===== src/rtl/lcd_pkg.sv =====
// rtl/lcd_pkg.sv - shared state encoding and command decode for the LCD bus scheduler
package lcd_pkg;

    typedef enum logic [2:0] {
        ST_IDLE,
        ST_SETUP,
        ST_PULSE,
        ST_HOLD,
        ST_WAIT
    } state_t;

    localparam logic [7:0] CMD_CLEAR = 8'h01;
    localparam logic [7:0] CMD_HOME  = 8'h02;

    // Clear and both home encodings (0x02/0x03) need the long execution wait.
    function automatic logic is_long_cmd(input logic rs, input logic [7:0] data);
        return !rs && ((data == CMD_CLEAR) || (data == CMD_HOME) || (data == (CMD_HOME | 8'h01)));
    endfunction

endpackage


===== src/rtl/lcd_bus_scheduler_if.sv =====
// rtl/lcd_bus_scheduler_if.sv - requester handshakes and LCD pin bundle
interface lcd_bus_scheduler_if;

    logic       req0_valid;
    logic       req0_rs;
    logic [7:0] req0_data;
    logic       req0_ready;
    logic       req1_valid;
    logic       req1_rs;
    logic [7:0] req1_data;
    logic       req1_ready;
    logic       busy;
    logic       rw_out;
    logic       rs_out;
    logic       e_out;
    logic [7:0] db_out;

    modport master (
        output req0_valid, req0_rs, req0_data, req1_valid, req1_rs, req1_data,
        input  req0_ready, req1_ready, busy, rw_out, rs_out, e_out, db_out
    );

    modport slave (
        input  req0_valid, req0_rs, req0_data, req1_valid, req1_rs, req1_data,
        output req0_ready, req1_ready, busy, rw_out, rs_out, e_out, db_out
    );

endinterface


===== src/rtl/lcd_rr_arbiter.sv =====
// rtl/lcd_rr_arbiter.sv - two-way round-robin grant, pointer advances on accept
module lcd_rr_arbiter (
    input  logic i_clk,
    input  logic i_rst_n,
    input  logic i_idle,
    input  logic i_valid0,
    input  logic i_valid1,
    output logic o_grant,
    output logic o_ready0,
    output logic o_ready1
);

    logic r_last;
    logic w_grant;

    always_comb begin
        w_grant = i_valid1;
        if (i_valid0 && i_valid1) begin
            w_grant = ~r_last;
        end
    end

    assign o_grant  = w_grant;
    assign o_ready0 = i_idle & ~w_grant;
    assign o_ready1 = i_idle & w_grant;

    // Starting at requester 1 lets requester 0 win the first contention.
    always_ff @(posedge i_clk or negedge i_rst_n) begin
        if (!i_rst_n) begin
            r_last <= 1'b1;
        end else if (i_idle && (i_valid0 || i_valid1)) begin
            r_last <= w_grant;
        end
    end

endmodule


===== src/rtl/lcd_bus_scheduler.sv =====
// rtl/lcd_bus_scheduler.sv - arbitrates two LCD writers and generates E-strobe timing
module lcd_bus_scheduler
    import lcd_pkg::*;
#(
    parameter int DIV        = 2,
    parameter int WAIT_SHORT = 4,
    parameter int WAIT_LONG  = 10
) (
    input  logic                i_clk,
    input  logic                i_rst_n,
    lcd_bus_scheduler_if.slave  bus
);

    localparam int CNT_MAX = (DIV > WAIT_LONG) ? DIV : WAIT_LONG;
    localparam int CW      = $clog2(CNT_MAX + 1);
    localparam logic [CW-1:0] C_DIV   = CW'(DIV);
    localparam logic [CW-1:0] C_SHORT = CW'(WAIT_SHORT);
    localparam logic [CW-1:0] C_LONG  = CW'(WAIT_LONG);
    localparam logic [CW-1:0] C_ONE   = CW'(1);

    state_t          r_state;
    logic [CW-1:0]   r_cnt;
    logic            r_rs;
    logic            r_e;
    logic [7:0]      r_db;

    logic            w_idle;
    logic            w_grant;
    logic            w_ready0;
    logic            w_ready1;
    logic            w_xfer;
    logic            w_rs;
    logic [7:0]      w_data;
    logic            w_last;

    assign w_idle = (r_state == ST_IDLE);
    assign w_last = (r_cnt == C_ONE);

    lcd_rr_arbiter u_arb (
        .i_clk    (i_clk),
        .i_rst_n  (i_rst_n),
        .i_idle   (w_idle),
        .i_valid0 (bus.req0_valid),
        .i_valid1 (bus.req1_valid),
        .o_grant  (w_grant),
        .o_ready0 (w_ready0),
        .o_ready1 (w_ready1)
    );

    assign w_xfer = (bus.req0_valid & w_ready0) | (bus.req1_valid & w_ready1);
    assign w_rs   = w_grant ? bus.req1_rs   : bus.req0_rs;
    assign w_data = w_grant ? bus.req1_data : bus.req0_data;

    // Each phase loads its length and leaves on the cycle the counter reads one.
    always_ff @(posedge i_clk or negedge i_rst_n) begin
        if (!i_rst_n) begin
            r_state <= ST_IDLE;
            r_cnt   <= '0;
            r_rs    <= 1'b0;
            r_e     <= 1'b0;
            r_db    <= 8'h00;
        end else begin
            case (r_state)
                ST_IDLE: begin
                    if (w_xfer) begin
                        r_rs    <= w_rs;
                        r_db    <= w_data;
                        r_cnt   <= C_DIV;
                        r_state <= ST_SETUP;
                    end
                end
                ST_SETUP: begin
                    if (w_last) begin
                        r_cnt   <= C_DIV;
                        r_e     <= 1'b1;
                        r_state <= ST_PULSE;
                    end else begin
                        r_cnt <= r_cnt - C_ONE;
                    end
                end
                ST_PULSE: begin
                    if (w_last) begin
                        r_cnt   <= C_DIV;
                        r_e     <= 1'b0;
                        r_state <= ST_HOLD;
                    end else begin
                        r_cnt <= r_cnt - C_ONE;
                    end
                end
                ST_HOLD: begin
                    if (w_last) begin
                        r_cnt   <= is_long_cmd(r_rs, r_db) ? C_LONG : C_SHORT;
                        r_state <= ST_WAIT;
                    end else begin
                        r_cnt <= r_cnt - C_ONE;
                    end
                end
                ST_WAIT: begin
                    if (w_last) begin
                        r_state <= ST_IDLE;
                    end else begin
                        r_cnt <= r_cnt - C_ONE;
                    end
                end
                default: begin
                    r_state <= ST_IDLE;
                    r_e     <= 1'b0;
                end
            endcase
        end
    end

    assign bus.req0_ready = w_ready0;
    assign bus.req1_ready = w_ready1;
    assign bus.busy       = ~w_idle;
    assign bus.rw_out     = 1'b0;
    assign bus.rs_out     = r_rs;
    assign bus.e_out      = r_e;
    assign bus.db_out     = r_db;

endmodule


===== src/flat_wrapper.sv =====
// flat-port wrapper written by rule: the top's interface ports become plain ports
module lcd_bus_scheduler_flat import lcd_pkg::*;
#(
    parameter int DIV        = 2,
    parameter int WAIT_SHORT = 4,
    parameter int WAIT_LONG  = 10
)
  (i_clk, i_rst_n, bus_req0_valid, bus_req0_rs, bus_req0_data, bus_req1_valid, bus_req1_rs, bus_req1_data, bus_req0_ready, bus_req1_ready, bus_busy, bus_rw_out, bus_rs_out, bus_e_out, bus_db_out);
  lcd_bus_scheduler_if bus_i ();
  input  logic i_clk;
  input  logic i_rst_n;
  input wire logic [$bits(bus_i.req0_valid)-1:0] bus_req0_valid;
  input wire logic [$bits(bus_i.req0_rs)-1:0] bus_req0_rs;
  input wire logic [$bits(bus_i.req0_data)-1:0] bus_req0_data;
  input wire logic [$bits(bus_i.req1_valid)-1:0] bus_req1_valid;
  input wire logic [$bits(bus_i.req1_rs)-1:0] bus_req1_rs;
  input wire logic [$bits(bus_i.req1_data)-1:0] bus_req1_data;
  output wire logic [$bits(bus_i.req0_ready)-1:0] bus_req0_ready;
  output wire logic [$bits(bus_i.req1_ready)-1:0] bus_req1_ready;
  output wire logic [$bits(bus_i.busy)-1:0] bus_busy;
  output wire logic [$bits(bus_i.rw_out)-1:0] bus_rw_out;
  output wire logic [$bits(bus_i.rs_out)-1:0] bus_rs_out;
  output wire logic [$bits(bus_i.e_out)-1:0] bus_e_out;
  output wire logic [$bits(bus_i.db_out)-1:0] bus_db_out;
  assign bus_i.req0_valid = bus_req0_valid;
  assign bus_i.req0_rs = bus_req0_rs;
  assign bus_i.req0_data = bus_req0_data;
  assign bus_i.req1_valid = bus_req1_valid;
  assign bus_i.req1_rs = bus_req1_rs;
  assign bus_i.req1_data = bus_req1_data;
  assign bus_req0_ready = bus_i.req0_ready;
  assign bus_req1_ready = bus_i.req1_ready;
  assign bus_busy = bus_i.busy;
  assign bus_rw_out = bus_i.rw_out;
  assign bus_rs_out = bus_i.rs_out;
  assign bus_e_out = bus_i.e_out;
  assign bus_db_out = bus_i.db_out;
  lcd_bus_scheduler #(.DIV(DIV), .WAIT_SHORT(WAIT_SHORT), .WAIT_LONG(WAIT_LONG)) u_core (.i_clk(i_clk), .i_rst_n(i_rst_n), .bus(bus_i));
endmodule

===== config.mk =====
export PLATFORM = sky130hd
export DESIGN_NAME = lcd_bus_scheduler_flat
export DESIGN_NICKNAME = d
export VERILOG_FILES = /design/src/rtl/lcd_pkg.sv /design/src/rtl/lcd_bus_scheduler_if.sv /design/src/rtl/lcd_rr_arbiter.sv /design/src/rtl/lcd_bus_scheduler.sv /design/src/flat_wrapper.sv
export SDC_FILE = /design/constraint.sdc
export NUM_CORES = 1
export LEC_CHECK = 0
export ABC_AREA = 1
export CORE_UTILIZATION = 40
export CTS_BUF_LIST = sky130_fd_sc_hd__clkbuf_2 sky130_fd_sc_hd__clkbuf_4 sky130_fd_sc_hd__clkbuf_8
export CTS_CLUSTER_DIAMETER = 60
export DETAILED_ROUTE_END_ITERATION = 12
export MAX_ROUTING_LAYER = met4
export PLACE_DENSITY_LB_ADDON = 0.15
export SETUP_SLACK_MARGIN = 0.2
export SLEW_MARGIN = 20
export SYNTH_ARGS = -nofsm -noshare
export SYNTH_HDL_FRONTEND = slang
export SYNTH_HIERARCHICAL = 1
export SYNTH_SLANG_ARGS = --single-unit
export TNS_END_PERCENT = 5

===== constraint.sdc =====
create_clock -name i_clk -period 2.05 [get_ports i_clk]
set_input_delay 0.3075 -clock i_clk [delete_from_list [all_inputs] [get_ports i_clk]]
set_output_delay 0.3075 -clock i_clk [all_outputs]
set_load 0.03 [all_outputs]

* Word-level counts from Yosys, hierarchy flattened *
Index checks and enable logic that the tools add are counted.

operators by class
  muxes and demuxes = 18
  eq/ne operators = 14
  add/subtract/negate cells = 1
  bitwise operators = 9
  reductions and logical operators = 15

operators with widths
  operator                                                               count
  4-bit 2-to-1 mux                                                       5
  8-bit by 2-bit equality test with 1-bit output, second input constant  2
  4-bit case mux with 4 select lines                                     1
  3-bit 2-to-1 mux                                                       5
  3-bit case mux with 5 select lines                                     1
  2-bit by 1-bit != test with 1-bit output, second input constant        5
  8-bit by 1-bit equality test with 1-bit output, second input constant  1
  8-bit 2-to-1 mux                                                       1
  3-bit by 2-bit equality test with 1-bit output, second input constant  2
  3-bit AND reduction                                                    2
  5-bit AND reduction                                                    1
  1-bit AND                                                              4
  4-bit by 1-bit equality test with 1-bit output, second input constant  1
  1-bit 2-to-1 mux                                                       4
  1-bit NOT                                                              4
  4-bit nonzero test                                                     1
  4-bit by 1-bit subtractor with 4-bit output, second input constant     1
  3-bit by 1-bit equality test with 1-bit output, second input constant  1
  3-bit equality test, second input constant                             1
  1-bit logical AND                                                      3
  3-bit logical NOT                                                      1
  1-bit logical OR                                                       3
  1-bit case mux with 3 select lines                                     1
  3-bit OR reduction                                                     1
  5 further kinds                                                        5

storage, ports and cells
  register bits after elaboration = 18
  input port bits = 22
  logic and storage cells = 63

* Depth between registers and ports, before layout *
  depth in word-level cells = 8
  depth in mapped cells = 13

* By module *
Netlist, hierarchy kept.

modules (own cells, without submodules)
  module             area an instance (µm²)  cells an instance  seq. area each (µm²)  times used
  lcd_bus_scheduler  1,078.5                 138                425.4                 1
  lcd_rr_arbiter     68.8                    11                 26.3                  1

* Worst setup path before layout *
Ideal clock, no wire load.

  path type = reg2reg
  start point = reg u_core.r_state[0]
  end point = reg u_core.r_db[7] (netlist: u_core/bus.db_out[7])
  path slack = 0.147 ns
  path buffers = 1
  period minus slack after synthesis = 1.903 ns
  data arrival time = 1.830 ns
  setup time = 0.073 ns
  cell stages (with the launch flop) = 13
  cells stage by stage = dfrtp_1 > nor2_2 > nand2_4 > inv_4 > inv_1 > nor2_2 > nand2_1 > nand2_1 > inv_1 > nor2_8 > buf_8 > nor2_2 > a21oi_2

on the way
  word-level cells in the longest chain between the ends = 5
  elaborated cells on any way between the ends = 7
  those cells by class = bitwise: 5; reduce/logical: 2

RTL lines
  item                           line                     source
  from (decl)                    lcd_bus_scheduler.sv:21  state_t r_state;
  from (signal assigned)         lcd_bus_scheduler.sv:57  r_state <= ST_IDLE;
  from (signal assigned)         lcd_bus_scheduler.sv:69  r_state <= ST_SETUP;
  from (signal assigned)         lcd_bus_scheduler.sv:76  r_state <= ST_PULSE;
  3-bit logical NOT              lcd_bus_scheduler.sv:36  assign w_idle = (r_state == ST_IDLE);
  named net u_core.w_idle        lcd_bus_scheduler.sv:27  logic w_idle;
  1-bit AND                      lcd_rr_arbiter.sv:24     assign o_ready0 = i_idle & ~w_grant;
  named net bus_req0_ready       flat_wrapper.sv:18       output wire logic [$bits(bus_i.req0_ready)-1:0] bus_req0_ready;
  1-bit AND                      lcd_bus_scheduler.sv:50  assign w_xfer = (bus.req0_valid & w_ready0) | (bus.req1_valid & w_ready1);
  1-bit OR                       lcd_bus_scheduler.sv:50
  2-bit AND reduction (no line)  n/a
  to (signal assigned)           lcd_bus_scheduler.sv:67  r_db <= w_data;
  to (decl)                      lcd_bus_scheduler.sv:25  logic [7:0] r_db;

The timed path passes the listed nets, and every way through them passes these cells.
A chain may end at the register's enable or synchronous reset.

* Worst setup path in the final report *
  start point = reg u_core.r_state[0]
  end point = out bus_req1_ready

on the way
  word-level cells in the longest chain between the ends = 2

RTL lines
  item                     line                     source
  3-bit logical NOT        lcd_bus_scheduler.sv:36
  named net u_core.w_idle  lcd_bus_scheduler.sv:27
  1-bit AND                lcd_rr_arbiter.sv:25     assign o_ready1 = i_idle & w_grant;
  to (decl)                flat_wrapper.sv:19       output wire logic [$bits(bus_i.req1_ready)-1:0] bus_req1_ready;

The timed path passes the listed nets, and every way through them passes these cells.

==> impl_metrics.json <==
{
  "drv_slew": 0,
  "vdd_ir_drop_max_mv": 0.847,
  "wl_per_cell_um": 11.0,
  "path_class": "register to output pin",
  "wl_um": 2420,
  "rows": 19,
  "initial_core_util": 0.420,
  "cts.path.max_buffers": 2,
  "start_kind": "register",
  "drt-vias-per-instance": 4.82,
  "dieHeight_um": 55.6,
  "nFillCells": 262,
  "post-place-cells": 213,
  "cts_sinks": 18,
  "drive_gt1_frac": 0.185,
  "yosys_warnings": 6,
  "ant_nets": 0,
  "remaining_drc_errors": 0,
  "fin_util": 0.578,
  "finalHoldViolCount": 0,
  "syn_nets": 173,
  "finalNonFillerCells": 220,
  "most-common-layout-cells": "nand2_1, clkdlybuf4s50_1, inv_1, dfrtp_1, nor2_1",
  "final-setup-viol-count": 0,
  "gp_congestion": 0.812,
  "cts_tree": "done",
  "finalSetupTns_ps": 0,
  "max-cap-violations": 0,
  "grt_max_degree": 19,
  "clock_skew_ps": 4.82,
  "drt-initial-drc-count": 16,
  "clkTransAtPathRegs_ps": 110,
  "numCtsBuffers": 3,
  "crit_fanout": 4,
  "period_needed_ps": 1800,
  "nets": 214,
  "syn_inst": 149,
  "die_x_um": 55.6,
  "power.density_nw_per_um2": 1540,
  "avgSynthCellArea_sq_um": 7.70,
  "grtUsageTotal": 0.172,
  "place_hpwl_um": 1850,
  "grt_first_pass_wirelength_um": 4060,
  "fmax_ghz": 0.556,
  "clk_latency_ps": 290,
  "rsz0062_at_grt": "yes",
  "grt_pass1_vias": 999,
  "cp.required_ps": 1740,
  "min_path_type": "primary input to asynchronous set/reset pin",
  "antennaDiodeCount": 0,
  "fin_crit_sh": 0.878,
  "vias": 1061,
  "status": "finished clean",
  "seq_area_frac_synth": 0.394,
  "areaGrowthSynthToFinish_pct": 37.8,
  "final_common_cell": "nand2_1",
  "crit_path_max_incr_delay_ps": 450,
  "holdBufCountCts": 0,
  "antenna_found_initial": 0,
  "netlist.area_leader.share": 0.371,
  "crit_arrival_ps": 1490,
  "synth.distinct_cells": 28,
  "core_area_sq_um": 2730,
  "synth.area.top_cells": "dfrtp_1, nand2_1, inv_1, nor2_1, a21oi_1",
  "gr-total-overflow": 0,
  "die_area_sq_um": 3090,
  "cp-end-kind": "output pin",
  "syn-cell-area_sq_um": 1150,
  "ys_seq_elements": 18,
  "portBuffers": 34,
  "htree_levels": 1,
  "firstDrtPassIters": 4,
  "yosys.area.top_type": "dfrtp_1",
  "power.leakage_nw": 0.789,
  "cp_slowest_cell": "dfrtp_1",
  "critical_path.cell_chain": "nor2_4 > nand2_4 > inv_4 > nand3_1 > inv_1 > buf_2",
  "root_buffer": "clkbuf_4",
  "pin_count": 36
}
==> cell usage after synthesis <==
library cell   n
clkbuf_1       1
dfstp_2        1
nand3_4        1
buf_8          1
dfrtp_1       17
nand2_2        5
nor2_2         5
nor2_1        12
nand2_4        2
nand2_1       35
inv_4          1
o21ai_1        3
inv_1         21
inv_2          4
mux2i_1        4
o22ai_1        3
o211ai_1       5
nand3_1        2
xnor2_1        2
ha_1           2
nor3_1         1
nor2_8         1
a21oi_1        8
a21oi_2        2
o21ai_0        7
buf_2          1
buf_4          1
conb_1         1
==> routing by layer <==
layer  track usage  wire length, um  vias up
li1              -                -      549
met1         0.203             1090      483
met2         0.289             1210       27
met3        0.0281               94        2
met4        0.0750               21        0
met5             -                0        -
==> registers in the layout, summed over array words and instances (netlist names) <==
signal,cells
u_core/u_arb/r_last,1
u_core/r_cnt,4
u_core/bus.db_out,8
u_core/bus.rs_out,1
u_core/bus.e_out,1
u_core/r_state,3
==> layout make-up <==
cell class / count / area (sq um) / share of cell area
clock buffers: 4 / 36.3 / 0.0229
well taps: 31 / 38.8 / 0.0245
flip-flops and latches: 18 / 452 / 0.286
multi-input cells: 102 / 586 / 0.370
repair buffers: 39 / 369 / 0.233
inverters: 26 / 100 / 0.0633
==> where the power goes <==
group	leakage [nW]	internal [mW]	switching, mW
sequential	0.214	0.541	0.155
combinational	0.554	0.597	0.918
clock	0.0210	0.108	0.115
total	0.789	1.25	1.19
==> worst max-delay path, delay by kind of cell (launching register included) <==
kind / cells / cell delay (ps)
flip-flops: 1 / 450
AND/OR/NAND/NOR: 3 / 350
buffers and inverters: 3 / 380
==> repair_timing <==
action | in CTS | in global routing
gates resized for setup | 4 | 4
setup endpoints to repair | 2 | 8
pin swaps | 0 | 1
gates cloned | 0 | 1
buffers inserted | 0 | 2
==> final timing paths <==
path | startpoint | end | slack [ps] | cells after the start
min | i_rst_n | u_core/bus.db_out[1] | 340 | 2
min reg2reg | u_core/u_arb/r_last | u_core/u_arb/r_last | 490 | 2
min in group i_clk | u_core/u_arb/r_last | u_core/u_arb/r_last | 490 | 2
max in group asynchronous | i_rst_n | u_core/u_arb/r_last | 1450 | 2
max reg2reg | u_core/r_state[0] | u_core/bus.db_out[7] | 340 | 12
max | u_core/r_state[0] | bus_req1_ready | 250 | 6
==> logic make-up after synthesis <==
| group | share of synthesized area |
|---|---|
| DFF | 0.394 |
| AOI/OAI and AO/OA | 0.143 |
| and+or+nand+nor | 0.274 |
| other | 0.00327 |
| adders and majority gates | 0.0218 |
| buffers and inverters | 0.114 |
| xor gates and xnor gates | 0.0153 |
| muxes | 0.0349 |
==> metrics by stage <==
stage          hold WS, ps  setup slack [ps]  power (mW)  area (sq um)
6_report               336               251        2.43          1580
5_1_grt                331               170        2.66          1580
4_1_cts                330               134        2.43          1560
3_5_place_dp           476              57.8        2.21          1520
3_3_place_gp           460               107        2.19          1520
2_1_floorplan         11.9               204        1.76          1150
Power figures use the tool's default switching activity.
==> RTL change 1: new RTL, same settings <==
The 5 states of `state_t` get a one-hot encoding in 5 bits.
--- a/src/rtl/lcd_pkg.sv
+++ b/src/rtl/lcd_pkg.sv
@@ -3,8 +3,8 @@
 
-    typedef enum logic [2:0] {
-        ST_IDLE,
-        ST_SETUP,
-        ST_PULSE,
-        ST_HOLD,
-        ST_WAIT
+    typedef enum logic [4:0] {
+        ST_IDLE  = 5'b00001,
+        ST_SETUP = 5'b00010,
+        ST_PULSE = 5'b00100,
+        ST_HOLD  = 5'b01000,
+        ST_WAIT  = 5'b10000
     } state_t;
Function: no difference found for any inputs over 10 cycles, from zero or initial values and one cycle with i_rst_n low; not proved beyond that.
==> RTL change 1 against the original RTL <==
The flow now finishes with violations (design-rule violations); area after synthesis is 8.9% higher; power up 7.6%; sequential cell count is 2 higher; final cell count up 5.5%; via count up 12%; sequential share of layout area is 0.070 points lower; clock skew rose by 0.0073 ns; global-route usage grew 1.7 points; routed wire length rose by 15%; worst hold slack got worse by 0.0089 ns; cell area grew 12%; worst setup slack got worse by 0.089 ns; critical path type unchanged; critical endpoint is now bus_busy; largest cell class unchanged; largest power group unchanged.
==> RTL change 1: results (changes against the original RTL) <==
- Run status: complete, but fails checks
- Violated checks: design-rule violations
- Nets: 226 (+5.6%)
- First-pass GRT wire length: 4.71 mm (+16%)
- Placer Congestion: 0.861 (+6.1%)
- Share of layout cells above drive strength 1: 24.9% (+6.4 points)
- Switching share of total power: 47.2% (-1.6 points)
- Setup Skew: 0.0121 ns (+0.00728 ns)
- WP data arrival: 1.58 ns (+0.09 ns)
- Multi-input gates: 111 (+8.8%)
- Power share of the clock group: 8.6% (-0.6 points)
- Drt drc: 1 (+1)
- Largest net degree at the start of global routing: 21 (+2)
- Multiplexer area fraction after synthesis: 7.21% (+3.7 points)
- Reg power frac: 26.2% (-2.4 points)
- Non-Clock Buffer Area Fraction: 22.8% (-0.52 points)
- DR WL/cell: 12.0 um (+9.0%)
- Post-synthesis compound-gate area fraction: 8.31% (-6.0 points)
- Placed cell areas: 0.00168 sq mm (+10%)
- Multi-input logic area: 696 sq um (+19%)
- Inst Count DP: 223 (+4.7%)
- Total power: 2.62 mW (+7.6%)
- Sequential cell count: 20 (+2)
- Sequential Area: 503 sq um (+11%)
- End of the critical path: bus_busy
- Drt via density: 5.10 (+5.8%)
- Vias in the first global route: 1128 (+13%)
- # fillers: 255 (-2.7%)
- Worst VDD drop: 720 uV (-15%)
- ClkCell Share: 2.06% (-0.24 points)
- Hpwl dp: 2.19 mm (+18%)
- Syn nets: 181 (+4.6%)
- Top cells by count, synth: 36 x nand2_1, 18 x dfrtp_1, 16 x inv_1
- Total track usage: 18.9% (+1.7 points)
RTL change 1: what timing repair did:
action / 4_1_cts / 5_1_grt
resized for setup: 7 / 5
pin swaps: 1 / 5
setup endpoints to repair: 9 / 18
setup buffers: 1 / 4
RTL change 1: logic make-up after synthesis:
logic type      after synthesis
mux                           9
xor+xnor                      1
fa+ha+maj                     2
compound gates               20
buf+inv                      26
other cells                   1
flops                        20
simple gates                 78
RTL change 1: per-stage QoR:
| stage | worst slack, ns | hold WS, ns | utilization, % |
|---|---|---|---|
| finish | 0.162 | 0.327 | 61.9 |
| global route | 0.0539 | 0.321 | 61.9 |
| CTS | 0.118 | 0.328 | 60.3 |
| detailed placement | 0.0514 | 0.467 | 58.8 |
| global placement | 0.0823 | 0.455 | 58.8 |
| floorplan | 0.0771 | 0.0119 | - |
RTL change 1: metal layers:
metal,vias up,wire (um),global-route usage [%]
met3,4,129,4.46
met5,-,0,-
met2,34,1470,33.3
li1,598,-,-
met1,548,1160,21.0
met4,0,31,5.78
==> RTL change 2: new RTL, same settings <==
Made on the original files. `WAIT_LONG` is set to 10 in 2 places; all go to 9.
--- a/src/rtl/lcd_bus_scheduler.sv
+++ b/src/rtl/lcd_bus_scheduler.sv
@@ -6,3 +6,3 @@
     parameter int WAIT_SHORT = 4,
-    parameter int WAIT_LONG  = 10
+    parameter int WAIT_LONG  = 9
 ) (
--- a/src/flat_wrapper.sv
+++ b/src/flat_wrapper.sv
@@ -5,3 +5,3 @@
     parameter int WAIT_SHORT = 4,
-    parameter int WAIT_LONG  = 10
+    parameter int WAIT_LONG  = 9
 )
Formal check against the unedited RTL: same outputs for any inputs over 10 cycles, from zero or initial values and one cycle with i_rst_n low; that may be too few to reach the edited logic, so the function may still have changed.
==> RTL change 2 against the original RTL <==
Synthesized cell count increased by 11%; final cell count increased by 6.8%; routed wire length increased by 6.4%; first-iteration DRC count increased to 3.3 times the old value; clock power decreased by 13%; sequential cell count unchanged; worst hold slack about the same; cell area increased by 1.6%; die area increased by 4.0%; area after synthesis increased by 4.1%; register-to-register slack improved by 0.04 ns; worst setup slack improved by 0.052 ns; sequential power decreased by 3.3%; power increased by 1.8%; critical endpoint is now bus_busy.
==> RTL change 2: results (changes against the original RTL) <==
- Run status: finished clean
- Combinational group share of total power: 65.0% (+2.8 points)
- CP Max Fanout: 5 (+1)
- Largest cells by area after synthesis: dfrtp_1 36%, nand2_1 16%, inv_1 5.7%
- Setup Skew: 0.00105 ns (-0.00377 ns)
- WP data arrival: 1.44 ns (-0.05 ns)
- Leak: 0.820 nW (+4.0%)
- Top cells by count, synth: 52 x nand2_1, 18 x inv_1, 17 x dfrtp_1
- Syn nets: 190 (+9.8%)
- # fillers: 277 (+5.7%)
- Sequential Area: 453 sq um (+0.28%)
- Worst R2R End: u_core/r_cnt[1]
- Fin cells: 235 (+6.8%)
- Logic power comb: 1.61 mW (+6%)
- Multi-input gates: 119 (+17%)
- Inverter count: 24 (-7.7%)
- Worst VDD drop: 850 uV (+0.38%)
- Drt via density: 5.01 (+3.9%)
- Nets: 229 (+7.0%)
- Post-CTS Resized: 2 (-2)
- Total track usage: 17.5% (+0.26 points)
- Pre-CTS WS: 0.0542 ns (-0.00365 ns)
- Register-to-register setup slack: 0.38 ns (+0.04 ns)
- First-pass GRT wire length: 4.40 mm (+8.3%)
- FMAX: 0.572 GHz (+2.9%)
- P_sw: 1.25 mW (+4.8%)
- ClkCell Share: 1.87% (-0.43 points)
- Synthesized area per cell: 7.20 sq um (-6.5%)
- Placed cell areas: 0.00156 sq mm (+2.6%)
RTL change 2: cell types whose count changed after synthesis, moves of 3 or more:
| cell | before | now |
|---|---|---|
| inv_1 | 21 | 18 |
| nand2_1 | 35 | 52 |
| nand3_1 | 2 | 10 |
| nor2_1 | 12 | 15 |
| o22ai_1 | 3 | 0 |
RTL change 2: cell families (layout without fill, tap and decap cells):
family                   count (synthesis)  count (layout)  share of synthesized area, %
AND/OR/NAND/NOR                         90              90                          34.8
buffers and inverters                   29              67                          10.7
AO/OA/AOI/OAI                           21              21                          10.3
flip-flops                              18              18                          37.8
multiplexers                             4               4                          3.35
adder cells (fa/ha/maj)                  2               2                          2.09
other                                    1               1                         0.314
XOR/XNOR                                 1               1                         0.733
RTL change 2: metal layers:
layer  global-route usage (%)  routed length, um
met5                        -                  0
met4                     5.23                 32
met3                     2.07                 97
met2                     29.6               1290
met1                     21.8               1160
